==> src/rtl/regfile_wb_arbiter.sv <==
// Write-back arbiter for the register file's single write port, with a pending-write scoreboard.
// Define WB_RR_EN for round-robin arbitration; otherwise port 0 has fixed priority.
module regfile_wb_arbiter #(
  parameter int unsigned XLEN      = 32,
  parameter int unsigned REG_COUNT = 8,
  parameter int unsigned IDX_W     = 3
) (
  input  logic                 clk,
  input  logic                 rst,
  input  logic                 s0_valid,
  output logic                 s0_ready,
  input  logic [IDX_W-1:0]     s0_rd,
  input  logic [XLEN-1:0]      s0_data,
  input  logic                 s1_valid,
  output logic                 s1_ready,
  input  logic [IDX_W-1:0]     s1_rd,
  input  logic [XLEN-1:0]      s1_data,
  output logic                 rf_we,
  output logic [IDX_W-1:0]     rf_rd,
  output logic [XLEN-1:0]      rf_data,
  input  logic                 mark_valid,
  input  logic [IDX_W-1:0]     mark_idx,
  output logic [REG_COUNT-1:0] busy
);

  logic                 grant0;
  logic                 grant1;
  logic                 xfer;
  logic [IDX_W-1:0]     xfer_rd;
  logic [XLEN-1:0]      xfer_data;
  logic [REG_COUNT-1:0] busy_d;

`ifdef WB_RR_EN
  typedef enum logic {
    LAST_P0 = 1'b0,
    LAST_P1 = 1'b1
  } last_e;

  last_e last_q;
  last_e last_d;

  // Last-granted port; reset value lets port 0 win the first contention.
  always_ff @(posedge clk) begin
    if (rst) begin
      last_q <= LAST_P1;
    end else begin
      last_q <= last_d;
    end
  end

  always_comb begin
    grant0 = 1'b0;
    grant1 = 1'b0;
    last_d = last_q;
    if (!rst) begin
      if (s0_valid && s1_valid) begin
        grant0 = (last_q == LAST_P1);
        grant1 = (last_q == LAST_P0);
      end else begin
        grant0 = s0_valid;
        grant1 = s1_valid;
      end
    end
    if (grant0) begin
      last_d = LAST_P0;
    end else if (grant1) begin
      last_d = LAST_P1;
    end
  end
`else
  // Fixed priority: port 0 always wins contention.
  always_comb begin
    grant0 = 1'b0;
    grant1 = 1'b0;
    if (!rst) begin
      grant0 = s0_valid;
      grant1 = s1_valid && !s0_valid;
    end
  end
`endif

  assign s0_ready  = grant0;
  assign s1_ready  = grant1;
  assign xfer      = grant0 || grant1;
  assign xfer_rd   = grant1 ? s1_rd : s0_rd;
  assign xfer_data = grant1 ? s1_data : s0_data;

  // Scoreboard next state; a mark on the same edge as the commit wins.
  always_comb begin
    busy_d = busy;
    for (int unsigned i = 1; i < REG_COUNT; i++) begin
      if (rf_we && (rf_rd == IDX_W'(i))) begin
        busy_d[i] = 1'b0;
      end
      if (mark_valid && (mark_idx == IDX_W'(i))) begin
        busy_d[i] = 1'b1;
      end
    end
    busy_d[0] = 1'b0;
  end

  // Output register stage; index-0 writes are consumed without a write enable.
  always_ff @(posedge clk) begin
    if (rst) begin
      rf_we   <= 1'b0;
      rf_rd   <= '0;
      rf_data <= '0;
      busy    <= '0;
    end else begin
      rf_we <= xfer && (xfer_rd != '0);
      if (xfer) begin
        rf_rd   <= xfer_rd;
        rf_data <= xfer_data;
      end
      busy <= busy_d;
    end
  end

endmodule

==> config.mk <==
export PLATFORM = sky130hd
export DESIGN_NAME = regfile_wb_arbiter
export DESIGN_NICKNAME = d
export VERILOG_FILES = /design/src/rtl/regfile_wb_arbiter.sv
export SDC_FILE = /design/constraint.sdc
export NUM_CORES = 1
export LEC_CHECK = 0
export ABC_AREA = 1
export CAP_MARGIN = 20
export CORE_UTILIZATION = 35
export CTS_CLUSTER_SIZE = 25
export DETAILED_ROUTE_END_ITERATION = 8
export PLACE_DENSITY = 0.79
export SYNTH_ARGS = -nofsm -noshare
export SYNTH_HDL_FRONTEND = slang
export SYNTH_SLANG_ARGS = --single-unit
==> constraint.sdc <==
create_clock -name clk -period 1.8 [get_ports clk]
set_clock_uncertainty 0.2 [all_clocks]
set_input_delay 0.36 -clock clk [delete_from_list [all_inputs] [get_ports clk]]
set_output_delay 0.36 -clock clk [all_outputs]
set_load 0.005 [all_outputs]
Yosys cells after proc, flatten, opt, wreduce, memory -nomap -nowiden
Cells that the tools add are included.
- bits in registers: 44
- bits of input ports: 78
- output and inout bits: 46
- word-level logic and storage cells: 69
- eq/ne operators: 14
- muxes and demuxes: 18
- reductions and logical operators: 26
- operator list (cell ; count):
    $mux 32 ; 1
    $eq 3x3->1 const B ; 8
    $logic_and 1x1->1 ; 16
    $mux 1 ; 16
    $reduce_bool 2->1 ; 7
    $eq 3x2->1 const B ; 4
    $eq 3x1->1 const B ; 2
    $mux 3 ; 1
    $reduce_bool 3->1 ; 1
    $logic_not 1->1 ; 1
    $logic_or 1x1->1 ; 1

Longest topological paths before layout
- depth after elaboration: 6
- gate-level depth with buffers: 9
- mapped depth without buffers: 7

Least setup slack after synthesis
OpenSTA, ideal clock, no wires.
- path kind: input-to-output
- start point: input rst
- end point: output s1_ready
- arrival time: 0.973 ns
- required time: 1.240 ns
- slack: 0.267 ns
- stages on the path: 5
- path buffers: 2
- path through: buf_4 > inv_4 > nand2_2 > nor2_4 > buf_8
- cells in the longest elaborated chain, start to end: 1
- RTL lines (what ; RTL line ; source):
    from (decl) ; 9 ; input logic rst,
    $mux 1 ; 75 ; if (!rst) begin
    to (decl) ; 15 ; output logic s1_ready,
No other way between the ends.

Worst setup path in the final report
- start point: register rf_rd[1]
- end point: output rf_rd[1]
- RTL lines (what ; RTL line ; source):
    from (decl) ; 19 ; output logic [IDX_W-1:0] rf_rd,
    from (signal assigned) ; 112 ; rf_rd <= xfer_rd;
No word-level cell between the ends.

==> results_dict.tcl <==
set metrics [dict create \
    synth-main-ff-cell "dfxtp_1" \
    synth_top_area_share_pct 39.16 \
    initialDrtViolationCount 79 \
    start_kind "flip-flop" \
    diodes 0 \
    netlist_top_cells_area "dfxtp_1 (39%), nand2_1 (15%), inv_1 (10%)" \
    worstPathMaxFanout 4 \
    cts_buffers 5 \
    max-cap-violations 0 \
    postCtsHoldBufs 0 \
    clock_path_buffers 2 \
    synth_edf_count 0 \
    synth_commonest_cells "nand2_1 (89), inv_1 (60), dfxtp_1 (43), nand3_1 (38), a21oi_1 (32)" \
    avgViaCountPerCell 4.560 \
    synthArstFlopShare_pct 0 \
    grt_use_met2_pct 34.45 \
    min_period_over_period_pct 96.76 \
    wirelength_mm 6.189 \
    critPathCaptureType "output pin" \
    worstPathRequired_ns 1.24 \
    vias 2476 \
    fmax_mhz 574.2 \
    max_stage_delay_ns 0.52 \
    grtUsageMet1_pct 21.53 \
    area_growth_pct 64.88 \
    fin_tns_setup_ns 0 \
    cts-root-buf "clkbuf_8" \
    p_leak_nw 1.672 \
    period_minus_slack_ns 1.742 \
    synth.distinct_cells 21 \
    grt_overflow 0 \
    critical_path_class "reg -> out" \
    initial_core_util_pct 36.70 \
    maxSlewViolCount 0 \
    ys_seq_area_share_pct 39.16 \
    syn-num-nets 418 \
    worst_hold_slack_ns 0.2649 \
    yosysTopAreaCell "dfxtp_1" \
    irDropWorstVdd_mv 0.3075 \
    gp_congestion 0.8155 \
    fp.dieH_um 81.25 \
    fin_nets 545 \
    grt.total_usage_pct 19.06 \
    hold_class "reg -> reg" \
    drtPass1Iterations 4 \
    cts_tree "done" \
    rsz0062_at_grt "no" \
    rows 28 \
    portBuffers 122 \
    synth_most_common_cell "nand2_1" \
    netlist_area_um2 2198 \
    die_w_um 81.25 \
    status "completed" \
    crit_family "buffers and inverters" \
    ys_warn_count 0 \
    syn_avg_cell_area_um2 6.466 \
    drc 0 \
    detail-route-antenna-nets 0 \
    syn_inst 340 \
    die_area_um2 6602 \
    critical_path.cell_chain "clkdlybuf4s50_1" \
    wl_per_cell_um 11.40 \
    p_per_area_nw_per_um2 629.2 \
    grt_pass1_wl_mm 9.798 \
    core_um2 5991 \
    dpl.hpwl_mm 4.823 \
    crit_buf_inv 1 \
    antenna_found_initial 0 \
    htree_levels 2 \
    cts.sink_count 43 \
    hold_violations 0 \
    use_met3_pct 5.955 \
    ys_seq_elements 43 \
    cp_slowest_cell "clkdlybuf4s50_1" \
    clock_latency_ns 0.28 \
    grt.busiest_layer "met2" \
    ios 124 \
    clk_pin_slew_worst_paths_ns 0.07 \
    cp.arrival_ns 1.18 \
    drive_above_1_share_pct 8.333 \
    finalSetupViolCount 0 \
    grt_start_max_net_pins 28 \
    first_global_vias 2283 \
]
==> flip-flops by register name (all words and copies together), names as in the netlist <==
| name | flops |
|---|---|
| rf_data | 32 |
| rf_we | 1 |
| rf_rd | 3 |
| busy | 7 |
==> path summary, 6_finish.rpt <==
check	endpoint	slack, ns	from	cells after the start
hold / removal	busy[2]	0.26	busy[2]	2
setup / recovery	rf_rd[1]	0.06	rf_rd[1]	1
setup reg to reg	busy[4]	0.73	rf_rd[1]	4
hold reg to reg	busy[2]	0.26	busy[2]	2
==> where the power goes <==
| part | switching [W] | internal (W) |
|---|---|---|
| Combinational | 0.000246 | 0.000382 |
| Clock | 0.000310 | 0.000272 |
| Sequential | 0.0000416 | 0.00103 |
==> final cells by class <==
| class | count | area (um2) |
|---|---|---|
| Sequential cell | 43 | 862.1 |
| Inverter | 63 | 239.0 |
| Fill cell | 566 | 2366 |
| Multi-Input combinational cell | 216 | 991.0 |
| Timing Repair Buffer | 138 | 1358 |
| Clock buffer | 7 | 76.32 |
| Tap cell | 75 | 93.84 |
| Clock inverter | 1 | 5.005 |
==> per-stage QoR <==
step	instances	setup WS (ns)	total power (W)	area [um2]	utilization, %
floorplan	340	0.2666	0.001326	2198	-
detailed placement	535	-0.4072	0.001727	3551	59.27
CTS	543	0.001560	0.002311	3623	60.48
global route	543	0.004779	0.002416	3625	60.51
global placement	535	-0.4161	0.001714	3551	59.27
finish	543	0.05835	0.002281	3625	60.51
==> kinds of logic after synthesis <==
group                  count (synthesis)  synth area share [%]
other                                  1                0.1706
buffers and inverters                 81                 15.77
AO/OA/AOI/OAI                         56                 13.26
AND/OR/NAND/NOR                      159                 31.64
flip-flops                            43                 39.16
==> worst min-delay path, stage by stage (launching register included) <==
cell     delay (ns)
dfxtp_1        0.31
nand2_1        0.06
a21oi_1        0.05
==> cells in the final DEF, fill, tap and decap left out, types with 10 or more instances in the layout <==
cell type        count
clkdlybuf4s50_1    118
nand2_1             89
inv_1               60
dfxtp_1             42
nand3_1             38
a21oi_1             32
nor2_1              19
buf_4               14
o21ai_0             13
o21ai_1             10
==> per-layer routing <==
metal	vias to the layer above	share of wire (%)
li1	1297	-
met1	1089	44
met2	82	48
met3	8	7.4
met4	0	1.0
met5	-	0
==> timing repair <==
action                     in CTS  in global routing
gates resized for setup         7                  1
setup endpoints to repair       2                  1
buffers inserted                0                  0
No activity file was read; power rests on OpenSTA's default activity.
